$ cat config.mk
export PLATFORM = sky130hd
export DESIGN_NAME = uart_tx_ctrl
export DESIGN_NICKNAME = d
export VERILOG_FILES = /design/src/rtl/uart_pkg.sv /design/src/rtl/uart_tx_fifo.sv /design/src/rtl/uart_tx_ctrl.sv
export SDC_FILE = /design/constraint.sdc
export NUM_CORES = 1
export LEC_CHECK = 0
export CORE_MARGIN = 2
export CORE_UTILIZATION = 35
export CTS_CLUSTER_SIZE = 40
export DETAILED_ROUTE_END_ITERATION = 8
export GPL_TIMING_DRIVEN = 0
export PLACE_DENSITY = 0.54
export SLEW_MARGIN = 20
export SYNTH_ARGS = -nofsm -noshare
export SYNTH_HDL_FRONTEND = slang
export SYNTH_HIERARCHICAL = 1
export SYNTH_SLANG_ARGS = --single-unit
$ cat constraint.sdc
create_clock -name i_clk -period 4 [get_ports i_clk]
set_input_delay 0.8 -clock i_clk [delete_from_list [all_inputs] [get_ports i_clk]]
set_output_delay 0.8 -clock i_clk [all_outputs]
set_load 0.01 [all_outputs]
$ cat src/rtl/uart_pkg.sv
// Shared types and constants for the UART transmit controller.
package uart_pkg;

  // Transmit sequencer states.
  typedef enum logic [1:0] {
    IDLE = 2'd0,
    LOAD = 2'd1,
    RUN  = 2'd2,
    GAP  = 2'd3
  } tx_ctrl_state_t;

  // Baud ticks per frame as seen by uart_tx: idle, start, 8 data, stop, done.
  localparam int unsigned UART_FRAME_TICKS = 12;

  localparam int unsigned UART_DATA_W = 8;

endpackage

$ cat src/rtl/uart_tx_fifo.sv
// Synchronous byte FIFO; head word is visible combinationally on dout.
module uart_tx_fifo #(
  parameter int unsigned DEPTH = 16,
  parameter int unsigned WIDTH = 8
) (
  input  logic                     i_clk,
  input  logic                     i_reset,
  input  logic                     push,
  input  logic                     pop,
  input  logic [WIDTH-1:0]         din,
  output logic [WIDTH-1:0]         dout,
  output logic [$clog2(DEPTH):0]   level,
  output logic                     full,
  output logic                     empty
);

  localparam int unsigned AW = $clog2(DEPTH);
  localparam int unsigned LW = AW + 1;

  logic [WIDTH-1:0] mem [DEPTH];
  logic [AW-1:0]    rd_ptr;
  logic [AW-1:0]    wr_ptr;
  logic [LW-1:0]    count;
  logic             do_push;
  logic             do_pop;

  // A push while full is still taken when a pop frees the slot in the same cycle.
  assign do_pop  = pop & ~empty;
  assign do_push = push & (~full | do_pop);

  assign full  = (count == LW'(DEPTH));
  assign empty = (count == '0);
  assign level = count;
  assign dout  = mem[rd_ptr];

  // Storage array; no reset needed, contents are qualified by count.
  always_ff @(posedge i_clk) begin
    if (do_push) begin
      mem[wr_ptr] <= din;
    end
  end

  // Pointers wrap naturally since DEPTH is a power of two.
  always_ff @(posedge i_clk or posedge i_reset) begin
    if (i_reset) begin
      rd_ptr <= '0;
      wr_ptr <= '0;
      count  <= '0;
    end else begin
      if (do_push) begin
        wr_ptr <= AW'(wr_ptr + 1'b1);
      end
      if (do_pop) begin
        rd_ptr <= AW'(rd_ptr + 1'b1);
      end
      count <= LW'(count + LW'(do_push) - LW'(do_pop));
    end
  end

endmodule

$ cat src/rtl/uart_tx_ctrl.sv
// UART transmit controller: byte FIFO, baud enable and frame sequencing for uart_tx.
module uart_tx_ctrl
  import uart_pkg::*;
#(
  parameter int unsigned FIFO_DEPTH = 16,
  parameter int unsigned DIV_W      = 16
) (
  input  logic                          i_clk,
  input  logic                          i_reset,
  input  logic                          i_enable,
  input  logic [DIV_W-1:0]              i_baud_div,
  input  logic                          i_wr,
  input  logic [7:0]                    i_wdata,
  input  logic                          i_clr_ovf,
  output logic                          o_full,
  output logic                          o_empty,
  output logic [$clog2(FIFO_DEPTH):0]   o_level,
  output logic                          o_overflow,
  output logic                          o_busy,
  output logic                          o_txclken,
  output logic                          o_txrun,
  output logic [7:0]                    o_txdata,
  input  logic                          i_txdone
);

  tx_ctrl_state_t   state;
  tx_ctrl_state_t   state_nxt;
  logic [DIV_W-1:0] cnt;
  logic [DIV_W-1:0] cnt_nxt;
  logic             txrun_nxt;
  logic             txclken_nxt;
  logic [7:0]       txdata_nxt;
  logic             ovf_nxt;
  logic             pop;
  logic [7:0]       fifo_dout;

  uart_tx_fifo #(
    .DEPTH (FIFO_DEPTH),
    .WIDTH (UART_DATA_W)
  ) u_fifo (
    .i_clk   (i_clk),
    .i_reset (i_reset),
    .push    (i_wr),
    .pop     (pop),
    .din     (i_wdata),
    .dout    (fifo_dout),
    .level   (o_level),
    .full    (o_full),
    .empty   (o_empty)
  );

  // Next-state, baud counter and output decode; the tick is computed from next
  // values so the registered o_txclken lines up with cnt==i_baud_div in RUN.
  always_comb begin
    state_nxt  = state;
    cnt_nxt    = '0;
    txrun_nxt  = o_txrun;
    txdata_nxt = o_txdata;
    pop        = 1'b0;
    unique case (state)
      IDLE: begin
        if (i_enable && !o_empty) begin
          pop        = 1'b1;
          txdata_nxt = fifo_dout;
          state_nxt  = LOAD;
        end
      end
      LOAD: begin
        state_nxt = RUN;
        txrun_nxt = 1'b1;
      end
      RUN: begin
        if (i_txdone) begin
          state_nxt = GAP;
          txrun_nxt = 1'b0;
        end else if (cnt != i_baud_div) begin
          cnt_nxt = DIV_W'(cnt + 1'b1);
        end
      end
      GAP: begin
        state_nxt = IDLE;
      end
      default: begin
        state_nxt = IDLE;
        txrun_nxt = 1'b0;
      end
    endcase
    txclken_nxt = (state_nxt == RUN) && (cnt_nxt == i_baud_div);
    // A new overflow beats a simultaneous clear.
    if (i_wr && o_full && !pop) begin
      ovf_nxt = 1'b1;
    end else if (i_clr_ovf) begin
      ovf_nxt = 1'b0;
    end else begin
      ovf_nxt = o_overflow;
    end
  end

  // State and registered outputs; reset drops o_txrun immediately.
  always_ff @(posedge i_clk or posedge i_reset) begin
    if (i_reset) begin
      state      <= IDLE;
      cnt        <= '0;
      o_txrun    <= 1'b0;
      o_txclken  <= 1'b0;
      o_txdata   <= 8'h00;
      o_overflow <= 1'b0;
      o_busy     <= 1'b0;
    end else begin
      state      <= state_nxt;
      cnt        <= cnt_nxt;
      o_txrun    <= txrun_nxt;
      o_txclken  <= txclken_nxt;
      o_txdata   <= txdata_nxt;
      o_overflow <= ovf_nxt;
      o_busy     <= (state_nxt != IDLE);
    end
  end

endmodule
==> results by group, run 1 <==
Status
  • Status: finished, final reports clean

Logic synthesis
  • Main combinational cell family by area after synthesis: simple AND/OR/NAND/NOR gates
  • Count of unique library cells instantiated by Yosys: 61
  • Seq cells post-synth: 171
  • Adder-Cell Fraction of Synth Area: 2.826%
  • Area leader, netlist: edfxtp_1
  • Simple-gate share of the synthesized area: under 10%
  • XOR/XNOR Fraction of Synth Area: 4.834%
  • Post-synth ARST share: between 20% and 30%
  • Post-synth EDFFs: 128
  • Synth area leaders: edfxtp_1, dfrtp_1, mux4_2
  • Ys Warns: 6
  • Synth Area per Inst: 14.51 µm²
  • Main synth FF type: edfxtp_1
  • Post-Syn Area: 7791 µm²
  • Sequential-to-total area share from yosys stat: 63.14%
  • Mapped Cells: 537
  • Yosys top cell area share: between 40% and 50%
  • Mapped Nets: 584
  • Mux contribution to synthesized area: 9.170%
  • Post-synthesis compound-gate area fraction: 6.584%

Timing
  • Period Utilization, post-route: 86.98%
  • Post-layout minimum cycle time: 3479 ps
  • Setup ws final: 520.7 ps
  • Highest clock rate: ~0.29 GHz
  • Setup TNS: 0 ps
  • Clock Skew: 13.35 ps
  • RSZ-0062 raised after global routing: false
  • Final setup vio count: 0
  • Tightest Pin Transition: 888.4 ps
  • Fin. max-slew vios: 0
  • Worst relative slew slack: about two fifths
  • Final Hold Violating Endpoints: 0

Floorplanning
  • I/O pin count: 49
  • Initial cell density of the core: 35.70%
  • Row cnt: 54
  • Die height: ~150 µm
  • Die width: 153.2 µm
  • Core area: between 20,000 and 25,000 µm²
  • Die footprint: ~23,000 µm²

Power
  • Sw Ratio: 35.23%
  • Switching pwr: 0.002166 W
  • Comb pwr share: about a third
  • Clk pwr share: 27.2%
  • Static Leakage: 3.454 nW
  • Cell area power density: 662.7 nW/µm²
  • Peak supply drop: about 0.32 mV
  • Internal Power: around 0.0040 W
  • Sequential share of power: ~38%

Route
  • Via density: 5.116
  • Total number of vias: 4,599
  • 1st-iter DRT viols: 260
  • Post-DRT Antenna Nets: 0
  • Total wire length: 17,730 µm
  • DR DRC count: 0
  • Detailed Routing Iterations Pass 1: 6
  • Wire length per cell after detailed routing: around 20 µm

Critical path
  • WS Path Type: flop to flop
  • Most common cell on crit path: ha_1
  • Max stage delay on crit path: 410 ps
  • CP startpoint kind: flop
  • R2R setup slack: 520 ps
  • Reg-to-Reg End: u_fifo/level[4]
  • Critical path cell sequence: inv_1 -> ha_1 -> nor4b_2 -> nand3b_1 -> clkinvlp_4 -> nor2b_1 -> clkbuf_1 -> ha_1 -> inv_1 -> ha_1 -> fa_1 -> a21oi_1 -> nor2_1 -> nor2_1 -> xnor2_1
  • Buf/Inv on CP: 4
  • Critical-path top delay cell: fa_1
  • CP required: 4360 ps
  • CP arrival: 3840 ps
  • R2r startpoint: u_fifo/level[2]
  • Maximum fanout along the worst path: 10
  • Critical path's top delay family: adder cells
  • Worst R2R Path Depth: 15
  • Crit end category: flop

Placement
  • Post-DP HPWL: 12,310 µm
  • Cell total after placement: 865
  • Worst Setup Slack post-DPL: 185.0 ps
  • Cell Area, Placed: 8642 µm²
  • Input/output buffers: 48
  • Placer congestion estimate: 0.8412

Global routing
  • Grt ovf: 0
  • First-pass GRT wire length: 27,680 µm
  • Vias in the first global route: 4,806
  • Total GRT Usage: 15.65%
  • Initial antenna violation count: 0
  • Largest net degree at the start of global routing: 31

Clock tree
  • Clk Tree Root Cell: clkbuf_16
  • CTS sink count: 171
  • Max Root-Sink Buffers: 2
  • Total CTS buffers: 17
  • CTS tree: built
  • Worst-path clk slew: approximately 80 ps
  • CTS Hold Buffers Added: 0
  • Worst-Skew Late Latency: ~430 ps
  • Htree depth: 4

Cells and area
  • Finished layout cell area: 9278 µm²
  • ANT cells: 0
  • Final core utilization: a little over two fifths
  • Fill cells: 1,976
  • Layout area overhead: 19.08%
  • Fin cells: 899
  • Fraction of layout cells with a size suffix above 1: 15.51%
  • Fin nets: around 650

Min path
  • Cells on Worst Hold Path: 2
  • HP Start: o_txdata[2]
  • Min-delay worst type: flop to flop
  • Hold path endpoint: o_txdata[2]

Job
  • Max-Cap Viols: 0
power groups by stage:
stage / logic (W) / registers [W] / clock network, W
finish: 0.00217 / 0.00231 / 0.00167
global route: 0.00236 / 0.00234 / 0.00177
CTS: 0.00219 / 0.00231 / 0.00170
detailed placement: 0.00218 / 0.00235 / 0
global placement: 0.00215 / 0.00234 / 0
floorplan: 0.00141 / 0.00235 / 0
sequential cells by signal (all words and copies together) (netlist names):
signal	count
u_fifo/wr_ptr	4
u_fifo/level	5
o_txdata	8
o_txclken	1
o_txrun	1
state	2
u_fifo/mem	128
cnt	16
o_overflow	1
u_fifo/rd_ptr	4
o_busy	1
cells in the mapped netlist, drive strengths merged (2+ instances only):
master,n
edfxtp,128
nand2,49
dfrtp,43
nor2,36
mux2i,32
xor2,25
inv,24
xnor2,18
a221oi,17
buf,16
ha,16
mux4,16
o21ai,16
nand3,11
a22oi,9
nor3,9
clkbuf,8
nand4,7
nor4,7
a21oi,5
and3,5
nor2b,5
and2,3
mux2,3
nand3b,3
nand2b,2
o221ai,2
o311ai,2
o32ai,2
worst max path at each step:
stage | cells past startpoint | to | start | slack [ps]
after global placement | 7 | u_fifo/mem[3][4] | i_enable | 80
after floorplan | 15 | u_fifo/level[4] | u_fifo/level[3] | 710
after CTS | 15 | u_fifo/level[4] | u_fifo/level[2] | 280
after global routing | 15 | u_fifo/level[4] | u_fifo/level[2] | 210
final | 15 | u_fifo/level[4] | u_fifo/level[2] | 520
after detailed placement | 13 | u_fifo/level[4] | i_enable | 190
cells in the final DEF (no fill, tap or decap), types with 5 or more instances in the layout:
cell and count:
nor3_2 5, nor2_1 36, buf_4 5, a22oi_1 9, mux2i_1 32, o21ai_0 16
edfxtp_1 128, a21oi_1 5, clkbuf_16 17, nand4_1 6, xnor2_1 18, ha_1 16
inv_1 23, and3_1 5, nor2b_1 5, clkdlybuf4s50_1 48, a221oi_2 9, xor2_1 25
nor4_1 5, nand3_1 10, mux4_2 16, dfrtp_1 43, a221oi_1 8, clkbuf_1 5
nand2_1 49, clkinv_8 6, buf_6 8
kinds of logic (layout without fill, tap and decap cells):
logic type / after synthesis / after routing
compound gates: 63 / 63
xor+xnor: 43 / 43
fa+ha+maj: 17 / 17
buf+inv: 50 / 132
flops: 171 / 171
mux: 51 / 51
simple gates: 142 / 142
per-stage QoR:
stage / hold WS, ps / total power, W
6_report: 483.9 / 0.006148
5_1_grt: 502.5 / 0.006468
4_1_cts: 489.0 / 0.006206
3_5_place_dp: 472.5 / 0.004528
3_3_place_gp: 470.1 / 0.004483
2_1_floorplan: 513.9 / 0.003764
layer usage:
metal	wire length, µm	global-route usage, %
met3	617	3.119
met4	496	6.041
met5	0	0
met2	9038	27.04
met1	7578	19.35
worst reg2reg max path, stage by stage (launching register included):
cell and delay [ps]:
dfrtp_1 400, inv_1 100, ha_1 170, nor4b_2 380
nand3b_1 320, clkinvlp_4 260, nor2b_1 180, clkbuf_1 200
ha_1 320, inv_1 40, ha_1 190, fa_1 410
a21oi_1 140, nor2_1 50, nor2_1 110, xnor2_1 120
final cells by class:
| class | count | area [µm²] | area share (%) |
|---|---|---|---|
| multi-input cells | 316 | 2571 | 27.71 |
| clock inverters | 15 | 191.4 | 2.063 |
| well taps | 280 | 350.3 | 3.776 |
| plain buffers | 25 | 226.5 | 2.441 |
| clock buffers | 17 | 425.4 | 4.585 |
| inverters | 25 | 97.59 | 1.052 |
| flip-flops and latches | 171 | 4920 | 53.03 |
| repair buffers | 50 | 495.5 | 5.341 |
repair_timing:
item | in CTS | in global routing
resized for setup | 0 | 1
setup buffers | 0 | 2
endpoints found under the setup margin | 0 | 1
Power figures use the tool's default switching activity.
==> run 2: changes to the inputs <==
Settings changed: CORE_UTILIZATION 35 to 40, PLACE_DENSITY 0.54 to 0.6.
==> results by group, run 2 (synthesis results as in run 1) <==
Route
  • Post-DRT Antenna Nets: 0 (unchanged)
  • Metal3 WL: 710 µm (+15%)
  • 1st-iter DRT viols: 310 (+19%)
  • Via density: 5.177 (+1.2%)
  • Met2 WL: 8288 µm (-8.3%)
  • Top layer in use: met4
  • Detailed Routing Iterations Pass 1: 5 (-1)
  • Total number of vias: 4,582 (-0.37%)
  • Wire length per cell after detailed routing: 19.06 µm (-3.4%)
  • Total wire length: 16,860 µm (-4.9%)
  • DR DRC count: 0 (unchanged)
  • Metal-1 WL: 7622 µm (+0.58%)

Power
  • Switching pwr: 0.002041 W (-5.8%)
  • Comb pwr share: 35.1% (-0.2 points)
  • Cell area power density: 661.4 nW/µm² (-0.19%)
  • Sequential share of power: 37.7% (+0.2 points)
  • Peak supply drop: 0.4072 mV (+29%)
  • Clk pwr share: 27.2% (about the same)
  • Sw Ratio: 33.32% (-1.9 points)
  • Static Leakage: 3.455 nW (about the same)
  • Internal Power: 0.004084 W (+2.6%)
  • Tot Pwr: 0.006125 W (-0.38%)

Clock tree
  • Total CTS buffers: 17 (unchanged)
  • CTS sink count: 171 (unchanged)
  • Max Root-Sink Buffers: 2 (unchanged)
  • CTS tree: built
  • Clk Tree Root Cell: clkbuf_16
  • CTS Hold Buffers Added: 0 (unchanged)
  • Worst-path clk slew: 70 ps (about the same)
  • Worst-Skew Late Latency: 430 ps (about the same)
  • Htree depth: 4 (unchanged)

Min path
  • Hold path endpoint: o_txdata[1]
  • HP Start: o_txdata[1]
  • Min-delay worst type: flop to flop
  • Cells on Worst Hold Path: 2 (unchanged)

Cells and area
  • ANT cells: 0 (unchanged)
  • Biggest regs: u_fifo/mem: 128 flops, cnt: 16 flops, o_txdata: 8 flops
  • Register area: 4920 µm² (unchanged)
  • Multi-input gate area: 2571 µm² (unchanged)
  • Commonest non-fill, non-tap cell in the layout: edfxtp_1
  • Fin nets: 654 (+0.15%)
  • Max FFs per register: 128 (unchanged)
  • Top reg by flops: u_fifo/mem
  • Fraction of layout cells with a size suffix above 1: 15.32% (-0.19 points)
  • Layout area overhead: 18.85%
  • Fill cells: 1,664 (-16%)
  • Most frequent cells in the layout: edfxtp_1, nand2_1, clkdlybuf4s50_1, dfrtp_1, nor2_1
  • Final core utilization: 48.05% (+5.5 points)

Global routing
  • Largest net degree at the start of global routing: 31 (unchanged)
  • Vias in the first global route: 4,715 (-1.9%)
  • Initial antenna violation count: 0 (unchanged)
  • Total GRT Usage: 17.30% (+1.7 points)
  • Grt ovf: 0 (unchanged)
  • First-pass GRT wire length: 26,080 µm (-5.8%)

Timing
  • RSZ-0062 raised after global routing: false
  • Final setup vio count: 0 (unchanged)
  • Setup ws final: 531.0 ps (+10.32 ps)
  • Tightest Pin Transition: 800.3 ps (-88.11 ps)
  • Final Hold Violating Endpoints: 0 (unchanged)
  • Clock Skew: 11.23 ps (-2.118 ps)
  • Post-layout minimum cycle time: 3469 ps (-10.32 ps)
  • Setup TNS: 0 ps (unchanged)
  • Period Utilization, post-route: 86.73% (-0.26 points)
  • Fin. max-slew vios: 0 (unchanged)
  • Highest clock rate: 0.2883 GHz (+0.30%)
  • Worst relative slew slack: 46.35% (+5.8 points)

Critical path
  • Crit end category: flop
  • CP required: 4350 ps (about the same)
  • Reg-to-Reg End: u_fifo/level[4]
  • CP arrival: 3820 ps (-20 ps)
  • WS Path Type: flop to flop
  • R2r startpoint: u_fifo/level[3]
  • Maximum fanout along the worst path: 10 (unchanged)
  • CP startpoint kind: flop
  • Worst R2R Path Depth: 15 (unchanged)
  • R2R setup slack: 530 ps (about the same)

Placement
  • Post-DP HPWL: 11,820 µm (-3.9%)
  • Worst Setup Slack post-DPL: 131.6 ps (-53.40 ps)
  • Placer congestion estimate: 0.8423 (+0.13%)
  • Input/output buffers: 48 (unchanged)

Job
  • Max-Cap Viols: 0 (unchanged)

Floorplanning
  • Core area: 19,270 µm² (-12%)
  • Die height: 143.6 µm (-6.3%)
  • Die width: 143.6 µm (-6.3%)
  • I/O pin count: 49 (unchanged)
  • Row cnt: 51 (-5.6%)
  • Die footprint: 20,610 µm² (-12%)
  • Initial cell density of the core: 40.43% (+4.7 points)

Status
  • Status: finished, final reports clean
## run 2: power by group through the flow
stage               Combinational (W)  Sequential [W]  Clock, W
floorplan                     0.00141         0.00235         0
global placement              0.00210         0.00233         0
detailed placement            0.00214         0.00235         0
CTS                           0.00215         0.00231   0.00171
global route                  0.00235         0.00234   0.00178
finish                        0.00215         0.00231   0.00167
## run 2: final cells by class
| cell class | instances | share of cell area, % |
|---|---|---|
| Inverter | 25 | 1.054 |
| Clock inverter | 14 | 1.959 |
| Timing Repair Buffer | 51 | 5.432 |
| Tap cell | 265 | 3.581 |
| Clock buffer | 18 | 4.635 |
| Sequential cell | 171 | 53.13 |
| Multi-Input combinational cell | 316 | 27.77 |
| Buffer | 25 | 2.446 |
## run 2: how the worst max path moves through the flow
stage / start / end / slack [ps] / depth (start not counted)
after detailed placement: i_enable / u_fifo/level[4] / 130 / 13
after CTS: u_fifo/level[3] / u_fifo/level[4] / 230 / 15
after global placement: i_enable / u_fifo/mem[3][7] / 110 / 7
final: u_fifo/level[3] / u_fifo/level[4] / 530 / 15
after global routing: u_fifo/level[2] / u_fifo/level[4] / 250 / 15
after floorplan: u_fifo/level[3] / u_fifo/level[4] / 710 / 15
## run 2: repair_timing
item / 4_1_cts / 5_1_grt
setup buffers: 0 / 3
setup endpoints to repair: 0 / 1
gates resized for setup: 0 / 1
## run 2: metrics by stage
stage          instance area, µm²  hold slack [ps]  instances
2_1_floorplan                7791            513.9        537
6_report                     9260            485.6        885
3_5_place_dp                 8623            477.9        850
5_1_grt                      9260            516.3        885
3_3_place_gp                 8603            471.1        850
4_1_cts                      9234            494.5        882
## run 2: critical path, cell delays in order, from the launching register on
cell and delay (ps):
dfrtp_1 410, inv_1 100, ha_1 160, nor4b_2 390, nand3b_1 320, clkinvlp_4 260, nor2b_1 180, clkbuf_1 200
ha_1 310, inv_1 40, ha_1 190, fa_1 400, a21oi_1 140, nor2_1 50, nor2_1 120, xnor2_1 120
## run 2: layer usage
layer  vias up  GRT usage (%)
li1       2149              -
met1      2289          23.30
met2       122          28.50
met3        22          3.399
met4         0          5.263
met5         -              0
